**src/rtl/gradient_accum_bank.sv**
```systemverilog
// ---------------------------------------------------------------------------
// gradient_accum_bank
//
// Bank of NUM_GRADS signed Q-format gradient accumulators. Per-sample gradient
// beats from the backprop datapath are summed (saturating) into the selected
// accumulator. After 2^BATCH_LOG2 samples, the bank drains one batch mean per
// index to the weight-update unit. It then clears itself for the next batch.
//
// Ports
//   clk, rst_n   clock, asynchronous active-low reset
//   clear_en     synchronous clear of accumulators, counter and FSM (wins
//                over every other input)
//   in_valid     gradient beat valid            in_ready   bank accepts beats
//   in_idx       target accumulator             in_data    signed gradient
//   in_last      beat closes the current sample
//   out_valid    batch mean valid               out_ready  consumer accepts
//   out_idx      index of out_data              out_data   signed batch mean
//   batch_done   one-cycle pulse after the final mean is accepted
//   sat_flag     sticky: some accumulator saturated during this batch
//
// Handshake: both ports use valid/ready. A beat transfers on a rising edge
// where valid && ready. Once valid is raised, the producer holds the payload
// until that transfer. The bank never makes valid depend on ready. A beat
// presented while clear_en is high is discarded, even if valid && ready.
// ---------------------------------------------------------------------------
module gradient_accum_bank #(
    parameter int FIXED_BITS      = 8,
    parameter int FRACTIONAL_BITS = 8,
    parameter int NUM_GRADS       = 4,
    parameter int BATCH_LOG2      = 2,
    localparam int W  = FIXED_BITS + FRACTIONAL_BITS,
    localparam int AW = W + BATCH_LOG2,
    localparam int IW = $clog2(NUM_GRADS)
) (
    input  logic          clk,
    input  logic          rst_n,
    input  logic          clear_en,
    input  logic          in_valid,
    output logic          in_ready,
    input  logic [IW-1:0] in_idx,
    input  logic [W-1:0]  in_data,
    input  logic          in_last,
    output logic          out_valid,
    input  logic          out_ready,
    output logic [IW-1:0] out_idx,
    output logic [W-1:0]  out_data,
    output logic          batch_done,
    output logic          sat_flag
);

    typedef enum logic [0:0] {
        ST_ACCUM = 1'b0,
        ST_DRAIN = 1'b1
    } state_e;

    localparam logic [AW-1:0] ACC_MAX  = {1'b0, {(AW-1){1'b1}}};
    localparam logic [AW-1:0] ACC_MIN  = {1'b1, {(AW-1){1'b0}}};
    localparam logic [IW-1:0] LAST_IDX = IW'(NUM_GRADS - 1);

    state_e                state_q, state_d;
    logic [AW-1:0]         acc_q [NUM_GRADS];
    logic [AW-1:0]         acc_d [NUM_GRADS];
    logic [BATCH_LOG2-1:0] cnt_q, cnt_d;
    logic [IW-1:0]         drain_idx_q, drain_idx_d;
    logic                  sat_q, sat_d;
    logic                  done_q, done_d;

    logic                  wr_fire;
    logic                  out_fire;
    logic                  idx_ok;
    logic [AW-1:0]         acc_sel;
    logic [AW-1:0]         acc_out;
    logic [AW:0]           sum_ext;
    logic                  sum_ovf;
    logic [AW-1:0]         wr_sum;

    // Output decode
    always_comb begin
        in_ready   = (state_q == ST_ACCUM);
        out_valid  = (state_q == ST_DRAIN);
        out_idx    = drain_idx_q;
        acc_out    = acc_q[drain_idx_q];
        // Because AW == W + BATCH_LOG2, the top W bits of the accumulator are
        // exactly acc >>> BATCH_LOG2. That is the floor of the mean, and it
        // always fits in W bits.
        out_data   = out_valid ? acc_out[AW-1:BATCH_LOG2] : '0;
        batch_done = done_q;
        sat_flag   = sat_q;
    end

    // Saturating add of the sign-extended beat into the selected accumulator
    always_comb begin
        wr_fire  = in_valid && in_ready;
        out_fire = out_valid && out_ready;
        idx_ok   = ({1'b0, in_idx} < (IW+1)'(NUM_GRADS));
        acc_sel  = idx_ok ? acc_q[in_idx] : '0;
        sum_ext  = {acc_sel[AW-1], acc_sel} + {{(AW+1-W){in_data[W-1]}}, in_data};
        // Overflow shows up as the two top bits of the extended sum disagreeing.
        sum_ovf  = sum_ext[AW] ^ sum_ext[AW-1];
        if (sum_ovf) begin
            wr_sum = sum_ext[AW] ? ACC_MIN : ACC_MAX;
        end else begin
            wr_sum = sum_ext[AW-1:0];
        end
    end

    // Next-state logic
    always_comb begin
        state_d     = state_q;
        cnt_d       = cnt_q;
        drain_idx_d = drain_idx_q;
        sat_d       = sat_q;
        done_d      = 1'b0;
        for (int i = 0; i < NUM_GRADS; i++) begin
            acc_d[i] = acc_q[i];
        end

        if (clear_en) begin
            state_d     = ST_ACCUM;
            cnt_d       = '0;
            drain_idx_d = '0;
            sat_d       = 1'b0;
            for (int i = 0; i < NUM_GRADS; i++) begin
                acc_d[i] = '0;
            end
        end else begin
            case (state_q)
                ST_ACCUM: begin
                    if (wr_fire) begin
                        // Out-of-range indices drop the data, but in_last still counts.
                        if (idx_ok) begin
                            acc_d[in_idx] = wr_sum;
                            if (sum_ovf) begin
                                sat_d = 1'b1;
                            end
                        end
                        if (in_last) begin
                            if (cnt_q == '1) begin
                                cnt_d       = '0;
                                drain_idx_d = '0;
                                state_d     = ST_DRAIN;
                            end else begin
                                cnt_d = cnt_q + BATCH_LOG2'(1);
                            end
                        end
                    end
                end
                ST_DRAIN: begin
                    if (out_fire) begin
                        if (drain_idx_q == LAST_IDX) begin
                            state_d     = ST_ACCUM;
                            drain_idx_d = '0;
                            sat_d       = 1'b0;
                            done_d      = 1'b1;
                            for (int i = 0; i < NUM_GRADS; i++) begin
                                acc_d[i] = '0;
                            end
                        end else begin
                            drain_idx_d = drain_idx_q + IW'(1);
                        end
                    end
                end
                default: begin
                    state_d = ST_ACCUM;
                end
            endcase
        end
    end

    always_ff @(posedge clk or negedge rst_n) begin
        if (!rst_n) begin
            state_q     <= ST_ACCUM;
            cnt_q       <= '0;
            drain_idx_q <= '0;
            sat_q       <= 1'b0;
            done_q      <= 1'b0;
            for (int i = 0; i < NUM_GRADS; i++) begin
                acc_q[i] <= '0;
            end
        end else begin
            state_q     <= state_d;
            cnt_q       <= cnt_d;
            drain_idx_q <= drain_idx_d;
            sat_q       <= sat_d;
            done_q      <= done_d;
            for (int i = 0; i < NUM_GRADS; i++) begin
                acc_q[i] <= acc_d[i];
            end
        end
    end

endmodule

```
**config.mk**
```make
export PLATFORM = sky130hd
export DESIGN_NAME = gradient_accum_bank
export DESIGN_NICKNAME = d
export VERILOG_FILES = /design/src/rtl/gradient_accum_bank.sv
export SDC_FILE = /design/constraint.sdc
export NUM_CORES = 1
export LEC_CHECK = 0
export ABC_AREA = 1
export CAP_MARGIN = 40
export CORE_UTILIZATION = 63
export DETAILED_ROUTE_END_ITERATION = 7
export HOLD_SLACK_MARGIN = 0.06
export PLACE_DENSITY = 0.87
export SETUP_SLACK_MARGIN = 0.05
export SLEW_MARGIN = 20
export SYNTH_ARGS = -nofsm -noshare
export SYNTH_HDL_FRONTEND = slang
export SYNTH_SLANG_ARGS = --single-unit
```
**constraint.sdc**
```tcl
create_clock -name clk -period 5.06 [get_ports clk]
set_input_delay 1.012 -clock clk [delete_from_list [all_inputs] [get_ports clk]]
set_output_delay 1.012 -clock clk [all_outputs]
set_load 0.005 [all_outputs]
```
==> reports/metrics.yaml <==
layout:
  post_route_cells_drive_above_1_share_pct: 10.4
  layout-area-overhead-vs-synth_pct: 15.5
  final-instance-count-excl-fill: 872
  layout.cells.most_common_list: "204 x nand2_1, 79 x dfrtp_1, 66 x o21ai_0, 57 x nor2_1, 54 x inv_1"
  antennaDiodeCount: 0
  layout.filler_cells: 652
  final_common_cell: "nand2_1"
  fin_area_mm2: 0.00610
  final_net_count: 807
global_routing:
  grt_first_pass_wirelength_um: 25900
  grt_max_degree: 50
  first_global_vias: 5159
  grt_antenna_before_repair: 0
  gr-usage-all-layers_pct: 39.5
  grt_remaining_overflow: 0
cts:
  h_tree_level_count: 3
  cts_root_buffer: "clkbuf_8"
  worst_skew_pair.late_latency_ps: 370
  cts_setup_buffers: 0
  cts_buffers: 9
  post_cts_hold_buffer_count: 0
  clkSinkCount: 79
  clkTransAtPathRegs_ps: 80
  cts_tree: "done"
  postCtsResizedCells: 0
  clock_path_buffers: 2
sta:
  fin_tns_setup_ps: 0
  achievable-frequency_mhz: 230
  final.min_clock_period_ps: 4350
  finalHoldViolations: 0
  timing.clock.skew_ps: 13.4
  drv_slew: 0
  finalSetupViolations: 0
  layout_worst_path_cycle_share_pct: 86.1
  worst_pin_slew_ps: 760
  hold-worst-slack_ps: 486
  setup_slack_ps: 705
  relSlewSlack_pct: 49.0
  setup_repair_after_global_routing_missed_its_margin: "false"
power_and_ir_drop:
  swShare_pct: 39.3
  clockPowerShare_pct: 24.5
  power.net_switching_uw: 721
  pwr-share-seq_pct: 41.0
  internal_power_mw: 1.11
  p_comb_share_pct: 34.5
  power_leakage_nw: 2.91
  vdd_ir_drop_max_mv: 0.218
  power-per-cell-area_mw_per_mm2: 300
drt:
  avgRoutedWirePerCell_um: 18.7
  ant_nets: 0
  initialDrtViolationCount: 602
  first_pass_iters: 7
  post_route_drc: 0
  routed_via_density: 6.20
  routed-via-count: 5407
  drt-total-wl_um: 16300
floorplanning:
  ios: 46
  floorplan.die.width_um: 93.6
  fp.dieH_um: 93.6
  std_cell_rows: 33
  floorplan.core_area_mm2: 0.00818
  floorplan.die_area_mm2: 0.00876
  initial_utilization_pct: 64.7
synth:
  synth-warning-count: 0
  post_synth.cell_area_avg_um2: 7.39
  yosys.cell_types.count: 43
  synth-async-reset-ratio_pct: 100
  synth-edff-count: 0
  synthCells: 715
  yosysSeqAreaShare_pct: 37.4
  synth.ff_latch_count: 79
  synth.net_count: 760
  yosys_most_used_dff: "dfrtp_1"
  synth_area_mm2: 0.00529
run_status:
  run_status: "complete, no violations"
worst_setup_path:
  worstPathRequired_ps: 5320
  worstPathBufferInverterCount: 3
  crit_path_max_fanout: 18
  endpoint_kind: "flop"
  path_class: "input pin to flop"
  critical_path.slowest_cell: "clkdlybuf4s50_1"
  timing.critical_path.arrival_ps: 4610
  setup.worst_path.start_class: "input pin"
  crit_chain: "clkdlybuf4s50_1 > inv_1 > nor2_1 > buf_4 > a22oi_1 > nand2_1 > ha_1 > a21oi_1 > nand2_1 > nand2_1 > nand3_1 > nand2_1 > nand2_1 > nand2_1 > nand2_2 > nand2_4 > nand3_2 > nand3_1 > nand2_1"
  startpoint_of_the_lowest_slack_register_to_register_path: "acc_q[56]$_DFFE_PN0P_"
  critical_path.startpoint: "in_idx[0]"
  critical_path.top_delay_family: "simple AND/OR/NAND/NOR gates"
  cell_with_the_most_instances_on_the_worst_path: "nand2_1"
  critical_path.max_stage_delay_ps: 540
placed_design:
  i_o_buffers: 45
  place_congestion: 0.991
  place_inst: 856
  placed_cell_area_mm2: 0.00592
  dp_hpwl_um: 11600
  dp_slack_ps: 398
hold_path:
  holdCritStartpoint: "acc_q[19]$_DFFE_PN0P_"
  timing.hold.worst.class: "flop to flop"
run:
  cap_violations: 0
logic make-up after synthesis:
family,after synthesis,synth area share [%]
simple gates,347,29.5
flops,79,37.4
fa+ha+maj,21,5.11
compound gates,168,19.2
xor+xnor,12,1.99
buf+inv,88,6.75
synthesized netlist by cell type, drive strengths merged, types with 3 or more instances:
cell type / count / share of area [%]
nand2: 221 / 18
a22oi: 16 / 2.3
o22ai: 3 / 0.36
dfrtp: 79 / 37
a21oi: 43 / 4.2
clkinv: 4 / 0.28
nor3: 10 / 1.8
buf: 7 / 0.99
ha: 20 / 4.7
o211ai: 8 / 1.1
xnor2: 7 / 1.2
a221oi: 8 / 1.3
nand3: 49 / 4.8
xor2: 5 / 0.83
nor2: 61 / 4.6
o21ai: 80 / 8.4
clkbuf: 16 / 1.1
inv: 61 / 4.3
worst min-delay path, cell delays in order (launching register included):
cell	delay, ps
dfrtp_1	350
nand2_1	50
nand2_1	50
power by group through the flow:
stage	clock network, mW	registers (mW)	logic, mW
3_5_place_dp	0	0.761	0.618
5_1_grt	0.469	0.758	0.691
3_3_place_gp	0	0.757	0.594
2_1_floorplan	0	0.747	0.440
4_1_cts	0.445	0.748	0.621
6_report	0.450	0.751	0.633
registers in the layout, summed over array words and instances, names as in the netlist:
name,count
cnt_q,2
out_valid,1
out_idx,2
acc_q,72
sat_flag,1
batch_done,1
final cells by class:
| cell class | count | area, um^2 | area share, % |
|---|---|---|---|
| multi-input combinational | 548 | 2950 | 48.4 |
| sequential | 79 | 1980 | 32.4 |
| timing repair buffer | 59 | 616 | 10.1 |
| inverter | 65 | 244 | 4.00 |
| clock buffer | 11 | 151 | 2.48 |
| tap | 105 | 131 | 2.15 |
| clock inverter | 5 | 32.5 | 0.533 |
routing by layer:
metal / wire, um / global-route usage, % / vias up
li1: - / - / 2490
met1: 6420 / 50.7 / 2518
met2: 7730 / 63.6 / 334
met3: 1610 / 7.72 / 65
met4: 600 / 20.0 / 0
met5: 0 / 0 / -
path summary, 6_finish.rpt:
path | endpoint | slack (ps) | cells after the start
max reg2reg | acc_q[51]$_DFFE_PN0P_ | 1930 | 19
min in group asynchronous | acc_q[7]$_DFFE_PN0P_ | 570 | 1
max | acc_q[51]$_DFFE_PN0P_ | 710 | 19
min | acc_q[19]$_DFFE_PN0P_ | 490 | 2
max in group asynchronous | acc_q[49]$_DFFE_PN0P_ | 3890 | 2
min reg2reg | acc_q[19]$_DFFE_PN0P_ | 490 | 2
through the flow:
step | total power [mW] | utilization [%]
2_1_floorplan | 1.19 | -
3_3_place_gp | 1.35 | 71.3
3_5_place_dp | 1.38 | 72.4
4_1_cts | 1.81 | 74.7
5_1_grt | 1.92 | 74.7
6_report | 1.83 | 74.7
(Power assumes the default switching activity.)
